--- src/rtl/rr_ring_arbiter.sv ---
// rr_ring_arbiter
//   Round-robin arbiter sharing one downstream resource among N requesters.
//   A one-hot ring pointer marks the highest-priority requester; it rotates
//   one position past the winner whenever a grant is released. A grant is
//   held while its owner keeps requesting, for up to QUANTUM cycles, after
//   which it is preempted if anyone else is waiting. Every release leaves
//   one all-zero grant cycle so the datapath select never switches directly
//   between two requesters.
//
// Optional feature (macro ARB_LOCK_EN):
//   adds input lock[N-1:0]; while lock[g] is high the granted requester g
//   cannot be preempted and the quantum counter saturates at QUANTUM.
//
// Ports:
//   clk        in   clock, rising edge
//   rst        in   asynchronous active-high reset
//   req        in   [N-1:0] request vector
//   lock       in   [N-1:0] grant lock (ARB_LOCK_EN only)
//   gnt        out  [N-1:0] registered one-hot grant (zero when idle)
//   gnt_valid  out  registered, high when gnt is non-zero
//   gnt_id     out  binary index of the granted requester (held when idle)
//   ptr        out  [N-1:0] registered one-hot priority pointer
module rr_ring_arbiter #(
  parameter int N       = 4,
  parameter int QUANTUM = 8
) (
  input  logic          clk,
  input  logic          rst,
  input  logic [N-1:0]  req,
`ifdef ARB_LOCK_EN
  input  logic [N-1:0]  lock,
`endif
  output logic [N-1:0]  gnt,
  output logic          gnt_valid,
  output logic [((N > 1) ? $clog2(N) : 1)-1:0] gnt_id,
  output logic [N-1:0]  ptr
);

  localparam int IW = (N > 1) ? $clog2(N) : 1;
  localparam int QW = $clog2(QUANTUM + 1);

  typedef enum logic [0:0] {IDLE = 1'b0, GRANT = 1'b1} state_t;

  // One-hot vector with only bit idx set.
  function automatic logic [N-1:0] onehot(input logic [IW-1:0] idx);
    logic [N-1:0] v;
    for (int i = 0; i < N; i++) begin
      v[i] = (IW'(i) == idx);
    end
    return v;
  endfunction

  state_t          state_q, state_d;
  logic [N-1:0]    gnt_q, gnt_d;
  logic            gnt_valid_q, gnt_valid_d;
  logic [IW-1:0]   gnt_id_q, gnt_id_d;
  logic [N-1:0]    ptr_q, ptr_d;
  logic [QW-1:0]   qcnt_q, qcnt_d;

  logic [IW-1:0]   ptr_idx_s;
  logic [N-1:0]    req_rot_s;
  logic [IW-1:0]   win_s;
  logic [IW:0]     win_sum_s;
  logic            win_found_s;
  logic            lock_hold_s;

`ifdef ARB_LOCK_EN
  assign lock_hold_s = |(lock & gnt_q);
`else
  assign lock_hold_s = 1'b0;
`endif

  // Binary position of the priority pointer.
  always_comb begin
    ptr_idx_s = {IW{1'b0}};
    for (int i = 0; i < N; i++) begin
      ptr_idx_s = ptr_q[i] ? IW'(i) : ptr_idx_s;
    end
  end

  // Cyclic search for the first request at or above the pointer. The
  // request vector is rotated so bit 0 is the pointer position; the offset
  // of the first set bit is then added back modulo N.
  always_comb begin
    req_rot_s   = N'({req, req} >> ptr_idx_s);
    win_found_s = 1'b0;
    win_s       = {IW{1'b0}};
    win_sum_s   = {(IW+1){1'b0}};
    for (int i = 0; i < N; i++) begin
      if (!win_found_s && req_rot_s[i]) begin
        win_found_s = 1'b1;
        win_sum_s   = {1'b0, ptr_idx_s} + (IW+1)'(i);
        win_s       = (win_sum_s >= (IW+1)'(N)) ? IW'(win_sum_s - (IW+1)'(N))
                                                 : IW'(win_sum_s);
      end else begin
        win_found_s = win_found_s;
      end
    end
  end

  // Next-state and next-output logic of the two-state arbiter.
  always_comb begin
    state_d     = state_q;
    gnt_d       = gnt_q;
    gnt_valid_d = gnt_valid_q;
    gnt_id_d    = gnt_id_q;
    ptr_d       = ptr_q;
    qcnt_d      = qcnt_q;
    case (state_q)
      IDLE: begin
        if (|req) begin
          state_d     = GRANT;
          gnt_d       = onehot(win_s);
          gnt_valid_d = 1'b1;
          gnt_id_d    = win_s;
          qcnt_d      = QW'(1);
        end else begin
          state_d     = IDLE;
        end
      end
      GRANT: begin
        // Release when the owner stops requesting, or when its quantum is
        // used up and someone else is waiting (unless locked). Both causes
        // together are still a single release with one pointer step.
        if (!(|(req & gnt_q)) ||
            ((qcnt_q == QW'(QUANTUM)) && (|(req & ~gnt_q)) && !lock_hold_s)) begin
          state_d     = IDLE;
          gnt_d       = {N{1'b0}};
          gnt_valid_d = 1'b0;
          qcnt_d      = {QW{1'b0}};
          ptr_d       = onehot((gnt_id_q == IW'(N - 1)) ? {IW{1'b0}}
                                                        : IW'(gnt_id_q + IW'(1)));
        end else if (qcnt_q == QW'(QUANTUM)) begin
          // Quantum renewal for a lone owner; a locked owner saturates.
          qcnt_d = lock_hold_s ? QW'(QUANTUM) : QW'(1);
        end else begin
          qcnt_d = qcnt_q + QW'(1);
        end
      end
      default: begin
        state_d     = IDLE;
        gnt_d       = {N{1'b0}};
        gnt_valid_d = 1'b0;
        qcnt_d      = {QW{1'b0}};
        ptr_d       = onehot({IW{1'b0}});
      end
    endcase
  end

  // State and registered outputs.
  always_ff @(posedge clk or posedge rst) begin
    if (rst) begin
      state_q     <= IDLE;
      gnt_q       <= {N{1'b0}};
      gnt_valid_q <= 1'b0;
      gnt_id_q    <= {IW{1'b0}};
      ptr_q       <= onehot({IW{1'b0}});
      qcnt_q      <= {QW{1'b0}};
    end else begin
      state_q     <= state_d;
      gnt_q       <= gnt_d;
      gnt_valid_q <= gnt_valid_d;
      gnt_id_q    <= gnt_id_d;
      ptr_q       <= ptr_d;
      qcnt_q      <= qcnt_d;
    end
  end

  assign gnt       = gnt_q;
  assign gnt_valid = gnt_valid_q;
  assign gnt_id    = gnt_id_q;
  assign ptr       = ptr_q;

endmodule

--- config.mk ---
export PLATFORM = sky130hd
export DESIGN_NAME = rr_ring_arbiter
export DESIGN_NICKNAME = d
export VERILOG_FILES = /design/src/rtl/rr_ring_arbiter.sv
export SDC_FILE = /design/constraint.sdc
export NUM_CORES = 1
export LEC_CHECK = 0
export BUFFER_PORTS_ARGS = -buffer_cell sky130_fd_sc_hd__clkbuf_2
export CORE_AREA = 2 2 49 51
export DETAILED_ROUTE_END_ITERATION = 10
export DIE_AREA = 0 0 51 53
export PLACE_DENSITY = 0.65
export SETUP_SLACK_MARGIN = 0.05
export SLEW_MARGIN = 40
export SYNTH_ARGS = -nofsm -noshare
export SYNTH_HDL_FRONTEND = slang
export SYNTH_SLANG_ARGS = --single-unit
--- constraint.sdc ---
create_clock -name clk -period 1.84 [get_ports clk]
set_input_delay 0.184 -clock clk [delete_from_list [all_inputs] [get_ports clk]]
set_output_delay 0.184 -clock clk [all_outputs]
set_load 0.05 [all_outputs]
Yosys cells after proc, flatten, opt, wreduce, memory -nomap -nowiden:

Cells that the tools add are included.

* bitwise gates (word level): 4
* eq/ne operators: 10
* shift operators: 1
* add/sub/neg operators: 9
* reductions and logical operators: 17
* magnitude comparators: 4
* mux-type cells: 28

Operators with widths (count)
* $mux W2: 11
* $mux W4: 5
* $pmux W4 S2: 2
* $reduce_or A4 Y1: 3
* $ge A3 B3 Y1 const B: 3
* $and A4 B4 Y4: 2
* $eq A2 B2 Y1 const A: 4
* $mux W1: 8
* $shr A8 B2 Y4: 1
* $sub A2 B1 Y2 const B: 4
* $add A2 B2 Y3 const B: 2
* $reduce_and A2 Y1: 3
* $add A4 B1 Y4 const B: 1
* $eq A1 B2 Y1 const A: 2
* $eq A4 B4 Y1 const B: 1
* $logic_and A1 B1 Y1: 4
* $logic_not A1 Y1: 4
* $logic_not A2 Y1: 2
* $not A4 Y4: 1
* $pmux W1 S2: 2
* $add A2 B1 Y3 const B: 1
* $ge A2 B3 Y1 const B: 1
* $add A2 B1 Y2 const B: 1
* $eq A2 B2 Y1 const B: 1
* 4 further kinds: 4

* input port bits: 6
* bits in registers: 16
* word-level logic and storage cells: 79

Depth between registers and ports, before layout:

Gate-level depths: netlist of run 1.

* word-level depth: 17
* mapped depth: 6

Least setup slack after synthesis of run 1:

OpenSTA, ideal clock, no wires.

* path kind: reg2reg
* from: reg gnt_q[2] (netlist: gnt[2])
* to: reg ptr_q[1] (netlist: ptr[1])
* clock period less this slack: 1766 ps
* library setup time: 125 ps
* data required time: 1715 ps
* path buffers: 0
* setup slack: 74 ps
* cell stages (with the launch flop): 5
* arrival time: 1641 ps
* cells stage by stage: dfrtp_1 nand2b_1 a41oi_2 o21ai_4 mux2_4

* word-level cells in the longest chain between the ends: 6
* elaborated cells between the ends (all ways): 9
* classes of those cells: bitwise: 3; reduce/logical: 6

Ends and longest elaborated chain
* start, declared: line 54 `logic [N-1:0] gnt_q, gnt_d;`
* start signal, assigned: line 154 `gnt_q <= {N{1'b0}};`
* start signal, assigned: line 161 `gnt_q <= gnt_d;`
* $not A4 Y4: line 126 `((qcnt_q == QW'(QUANTUM)) && (|(req & ~gnt_q)) && !lock_hold_s)) begin`
* $and A4 B4 Y4: line 126
* $reduce_or A4 Y1: line 126
* $logic_and A1 B1 Y1: line 126
* $logic_or A1 B1 Y1 (*): line 125 `if (!(|(req & gnt_q)) ||`
* $reduce_and A2 Y1 (no line) (*)
* end signal, assigned: line 157 `ptr_q <= onehot({IW{1'b0}});`
* end signal, assigned: line 164 `ptr_q <= ptr_d;`
* end, declared: line 57 `logic [N-1:0] ptr_q, ptr_d;`

Mark *: on every way between the ends. The rest lies on a longest branch, timed or not.
A chain may end at the register's enable or synchronous reset.

Worst setup path in the final report of run 1:

* from: reg qcnt_q[0]
* to: reg ptr_q[1] (netlist: ptr[1])

* word-level cells in the longest chain between the ends: 4

Ends and longest elaborated chain
* start, declared: line 58 `logic [QW-1:0] qcnt_q, qcnt_d;`
* start signal, assigned: line 158 `qcnt_q <= {QW{1'b0}};`
* start signal, assigned: line 165 `qcnt_q <= qcnt_d;`
* $eq A4 B4 Y1: line 126
* $logic_and A1 B1 Y1: line 126
* $logic_or A1 B1 Y1: line 125
* $reduce_and A2 Y1 (no line)

No other way between the ends.

==> impl_metrics.json, run 1 <==
{
  "avgSynthCellArea_um2": 10.21,
  "setup_ws_ns": 0.1576,
  "final_common_cell": "clkbuf_2",
  "initial_core_util_pct": 44.21,
  "grt_max_degree": 17,
  "finalHoldViolCount": 0,
  "rrSetupSlack_ns": 0.16,
  "dieWidth_um": 51,
  "reg2reg_from": "qcnt_q[0]$_DFFE_PP0P_",
  "worstPathRequired_ns": 2.02,
  "num_vias": 771,
  "rsz0062_at_grt": "false",
  "grt_pass1_wl_mm": 3.436,
  "path_cells": "inv_1 -> ha_1 -> nand3b_1 -> a41oi_4 -> o21ai_4 -> mux2_4",
  "fill_cells": 200,
  "arrival_ns": 1.86,
  "slew_headroom_pct": 61.03,
  "path_clk_slew_ns": 0.10,
  "critPathSlowestCell": "dfrtp_1",
  "holdPathEnd": "gnt[3]$_DFFE_PP0P_",
  "syn2layout_area_growth_pct": 19.37,
  "post_drt_wl_per_cell_um": 13.25,
  "ys.flop_type": "dfrtp_1",
  "finalCriticalPeriod_ns": 1.682,
  "vdd_ir_drop_max_mv": 0.8122,
  "fp.dieH_um": 53,
  "cts_root_buffer": "clkbuf_4",
  "grt_use_total_pct": 16.94,
  "fin_worst_skew_ns": 0.006382,
  "die_area_um2": 2703,
  "diodes": 0,
  "drc_errors": 0,
  "max_stage_delay_ns": 0.39,
  "drt-initial-drc-count": 19,
  "end_kind": "flip-flop",
  "hp-start": "req[1]",
  "ios": 17,
  "core_area_um2": 2148,
  "finalCritPeriodShare_pct": 91.43,
  "antenna_left": 0,
  "cellLeakagePower_nw": 0.5344,
  "synth_seq_area_share_pct": 42.29,
  "routed_via_density": 5.392,
  "rr_endpoint": "ptr[1]$_DFFE_PP0P_",
  "yosysUniqueCellTypes": 40,
  "grt_antenna_before_repair": 0,
  "grt_overflow_total": 0,
  "crit_start": "qcnt_q[0]$_DFFE_PP0P_",
  "critPathKind": "reg -> reg",
  "fmaxAchievable_mhz": 594.4,
  "maxCapViolCount": 0,
  "min_path_type": "in -> reg",
  "synth_area_um2": 949.7,
  "wl_mm": 1.895,
  "min_path_cells": 5,
  "synth_edf_count": 0,
  "cts_tree": "done",
  "numCtsBuffers": 3,
  "place_area_um2": 1069,
  "startpoint_type": "flip-flop",
  "powerDensity_nw_per_um2": 1878,
  "gp_congestion": 0.8262,
  "htreeDepth": 1,
  "firstDrtPassIters": 4,
  "syn-num-nets": 101,
  "rows": 17,
  "yosysWarningCount": 0,
  "num-nets-final": 124,
  "clk_latency_ns": 0.29,
  "drv_slew": 0,
  "final_cell_mix": "16 x clkbuf_2, 15 x dfrtp_1, 8 x inv_1, 8 x nand2b_1",
  "drive_gt1_share_pct": 24.35,
  "ys_seq_elements": 16,
  "synthArstFlopShare_pct": 100.0,
  "outcome": "complete, no violations",
  "port_buffers": 16,
  "finalSetupTns_ns": 0,
  "hpwl_mm": 1.443,
  "utilization_pct": 52.77,
  "setup_viol": 0,
  "worstRegToRegCells": 6,
  "clockBufferDepth": 2,
  "tightest_slew_ns": 0.5839,
  "holdWs_ns": 0.4298,
  "netlist_instances": 93,
  "cts.sinks": 16,
  "pre_cts_ws_ns": 0.1223,
  "crit_fanout": 6,
  "fin_area_um2": 1134,
  "grt_pass1_vias": 761
}
## critical path, delay by kind of cell (launching register included)
family                   cells  cell delay (ns)
multiplexers                 1             0.31
AO/OA/AOI/OAI                2             0.44
AND/OR/NAND/NOR              1             0.15
flip-flops                   1             0.39
adder cells (fa/ha/maj)      1             0.19
buffers and inverters        1             0.09
## kinds of logic after synthesis
logic type                 Yosys count  share of synthesized area [%]
AOI/OAI and AO/OA                   28                          27.14
xor gates and xnor gates             1                         0.9224
adders and majority gates            2                          2.635
buffers and inverters                9                          3.557
DFF                                 16                          42.29
muxes                                4                          4.743
and+or+nand+nor                     33                          18.71
## cells in the mapped netlist (2+ instances only)
| master | n | share of area, % |
|---|---|---|
| ha_1 | 2 | 2.6 |
| dfrtp_1 | 15 | 40 |
| nor2_1 | 6 | 2.4 |
| and2_1 | 2 | 1.3 |
| nor2b_1 | 3 | 2.0 |
| nand2b_1 | 8 | 5.3 |
| o21ai_0 | 2 | 1.1 |
| nand3_1 | 2 | 1.1 |
| mux2i_1 | 3 | 3.2 |
| nand2_1 | 6 | 2.4 |
| o2bb2ai_1 | 2 | 1.8 |
| a21oi_1 | 3 | 1.6 |
| inv_1 | 8 | 3.2 |
| a22o_1 | 5 | 4.6 |
## timing repair
action / CTS / global route
gates resized for setup: 0 / 1
endpoints found under the hold margin: 15 / 0
buffers inserted: 0 / 1
setup endpoints to repair: 0 / 3
hold buffers: 1 / 0
## cell type report
| class | instances | area [µm²] | share of cell area, % |
|---|---|---|---|
| multi-input cells | 68 | 525.5 | 46.36 |
| flip-flops and latches | 16 | 401.6 | 35.43 |
| repair buffers | 19 | 105.1 | 9.272 |
| clock buffers | 4 | 36.28 | 3.201 |
| well taps | 28 | 35.03 | 3.091 |
| inverters | 8 | 30.03 | 2.649 |
## report_power, final
part / internal, mW / leakage (nW) / switching, mW
clock: 0.120 / 0.0210 / 0.116
combinational: 0.419 / 0.310 / 0.789
sequential: 0.501 / 0.203 / 0.184
total: 1.04 / 0.534 / 1.09
## through the flow
| step | instances | power, mW |
|---|---|---|
| floorplan | 93 | 1.619 |
| global placement | 137 | 1.861 |
| detailed placement | 137 | 1.883 |
| CTS | 142 | 2.120 |
| global route | 143 | 2.295 |
| finish | 143 | 2.129 |
## per-layer routing
| layer | vias to the layer above | part of all wire (%) | track usage (%) |
|---|---|---|---|
| met5 | - | 0 | 0 |
| met2 | 19 | 48 | 29.00 |
| li1 | 385 | - | - |
| met1 | 363 | 47 | 21.39 |
| met4 | 0 | 1.3 | 5.405 |
| met3 | 4 | 4.1 | 3.390 |
## state kept, by name, indices dropped and copies added (netlist names)
name	cells
qcnt_q	4
ptr	4
gnt	4
gnt_valid	1
state_q	1
gnt_id	2
## worst max-delay path by stage
stage and to:
2_1_floorplan ptr[1]$_DFFE_PP0P_, 3_3_place_gp ptr[1]$_DFFE_PP0P_, 3_5_place_dp ptr[1]$_DFFE_PP0P_, 4_1_cts ptr[1]$_DFFE_PP0P_, 5_1_grt ptr[1]$_DFFE_PP0P_, 6_report ptr[1]$_DFFE_PP0P_
(Power assumes the default switching activity.)
==> run 2: changes to the inputs <==
==> constraint.sdc (replaced) <==
create_clock -name clk -period 1.84 [get_ports clk]
set_input_delay 0.552 -clock clk [delete_from_list [all_inputs] [get_ports clk]]
set_output_delay 0.552 -clock clk [all_outputs]
set_load 0.05 [all_outputs]
==> run 2 against run 1 <==
  * Clock power decreased by 5%
  * Worst setup slack worse by 0.032 ns
  * Maximum frequency fell by 1.9%
  * Cell count rose by 0.70%
  * Die area is the same
  * Hold slack got worse by 0.13 ns
==> impl_metrics.json, run 2 (synthesis gave the netlist of run 1 again) <==
{
  "outcome": "complete, no violations",
  "post_cts_buffers": 0,
  "finalSetupTns_ns": 0,
  "routed.top_layer": "met4",
  "drive_gt1_share_pct": 25.86,
  "wl_mm": 1.880,
  "final_common_cell": "clkbuf_2",
  "worstRegToRegCells": 6,
  "reg2reg_from": "qcnt_q[0]$_DFFE_PP0P_",
  "arrival_ns": 1.89,
  "dieWidth_um": 51,
  "finalHoldViolCount": 0,
  "critPathKind": "reg -> reg",
  "path_clk_slew_ns": 0.09,
  "rr_endpoint": "ptr[1]$_DFFE_PP0P_",
  "fmaxAchievable_mhz": 583.3,
  "routed_via_density": 5.458,
  "initial_core_util_pct": 44.21,
  "end_kind": "flip-flop",
  "min_path_type": "in -> async",
  "rows": 17,
  "cts_resized": 0,
  "hold_buffers": 0,
  "vdd_ir_drop_max_mv": 0.9025,
  "powerDensity_nw_per_um2": 1884,
  "fin_worst_skew_ns": 0.001470,
  "grt_pass1_vias": 665,
  "hpwl_mm": 1.446,
  "worstPathRequired_ns": 2.01,
  "rsz0062_at_grt": "false",
  "place_area_um2": 1091,
  "cellLeakagePower_nw": 0.5399,
  "finalCriticalPeriod_ns": 1.714,
  "startpoint_type": "flip-flop",
  "cts_tree": "done",
  "grt_use_total_pct": 16.00,
  "post_drt_wl_per_cell_um": 13.06,
  "crit_fanout": 5,
  "holdWs_ns": 0.2999,
  "slew_headroom_pct": 60.91,
  "rrSetupSlack_ns": 0.13,
  "drt-initial-drc-count": 20,
  "grt_pass1_wl_mm": 3.091,
  "grt_max_degree": 17,
  "fin_area_um2": 1139,
  "fp.dieH_um": 53,
  "wl_met1_um": 886,
  "gp_congestion": 0.7652,
  "grt_overflow_total": 0,
  "num-nets-final": 125,
  "p_total_mw": 2.145,
  "numCtsBuffers": 3,
  "final_cells": 144,
  "clk_latency_ns": 0.28,
  "drv_slew": 0,
  "port_buffers": 16,
  "clockBufferDepth": 2,
  "met3_length_um": 82,
  "grt_antenna_before_repair": 0,
  "dpl.cell_count": 140,
  "num_vias": 786,
  "firstDrtPassIters": 4,
  "setup_viol": 0,
  "cts.sinks": 16,
  "wl_met2_um": 868,
  "antenna_left": 0,
  "core_area_um2": 2148,
  "drc_errors": 0,
  "final_cell_mix": "16 x clkbuf_2, 15 x dfrtp_1, 8 x inv_1, 8 x nand2b_1",
  "tightest_slew_ns": 0.5858,
  "finalCritPeriodShare_pct": 93.17,
  "die_area_um2": 2703,
  "ios": 17,
  "maxCapViolCount": 0,
  "htreeDepth": 1,
  "cts_root_buffer": "clkbuf_4",
  "syn2layout_area_growth_pct": 19.89,
  "diodes": 0
}
[run 2: layout make-up]
cell class / instances / area (µm²)
inverters: 8 / 30.03
multi-input cells: 68 / 525.5
flip-flops and latches: 16 / 401.6
clock buffers: 4 / 36.28
fillers: 206 / 1010
repair buffers: 20 / 110.1
well taps: 28 / 35.03
[run 2: critical path, stage by stage (launching register included)]
cell	delay, ns
dfrtp_1	0.42
inv_1	0.08
ha_1	0.19
nand3b_1	0.17
a41oi_4	0.31
o21ai_4	0.13
mux2_4	0.31
[run 2: power by group]
part           internal, mW  leakage [nW]  total [mW]  switching, mW
registers             0.501         0.203       0.693          0.193
logic                 0.438         0.316        1.23          0.788
clock network         0.120        0.0210       0.225          0.105
[run 2: worst max-delay path by stage]
stage / from / end
floorplan: gnt[2]$_DFFE_PP0P_ / ptr[1]$_DFFE_PP0P_
global placement: req[1] / ptr[1]$_DFFE_PP0P_
detailed placement: req[1] / ptr[1]$_DFFE_PP0P_
CTS: qcnt_q[0]$_DFFE_PP0P_ / ptr[1]$_DFFE_PP0P_
global route: qcnt_q[0]$_DFFE_PP0P_ / ptr[1]$_DFFE_PP0P_
finish: qcnt_q[0]$_DFFE_PP0P_ / ptr[1]$_DFFE_PP0P_
[run 2: per-layer routing]
layer / global-route usage, % / vias to the layer above
met5: 0 / -
met4: 9.459 / 0
met3: 3.390 / 4
met2: 25.32 / 20
met1: 20.04 / 374
li1: - / 388
[run 2: per-stage QoR]
step	utilization (%)	setup WS, ns
after floorplan	-	0.07357
after global placement	50.79	0.07054
after detailed placement	50.79	0.05691
after CTS	52.48	0.1034
after global routing	53.00	0.05819
final	53.00	0.1256
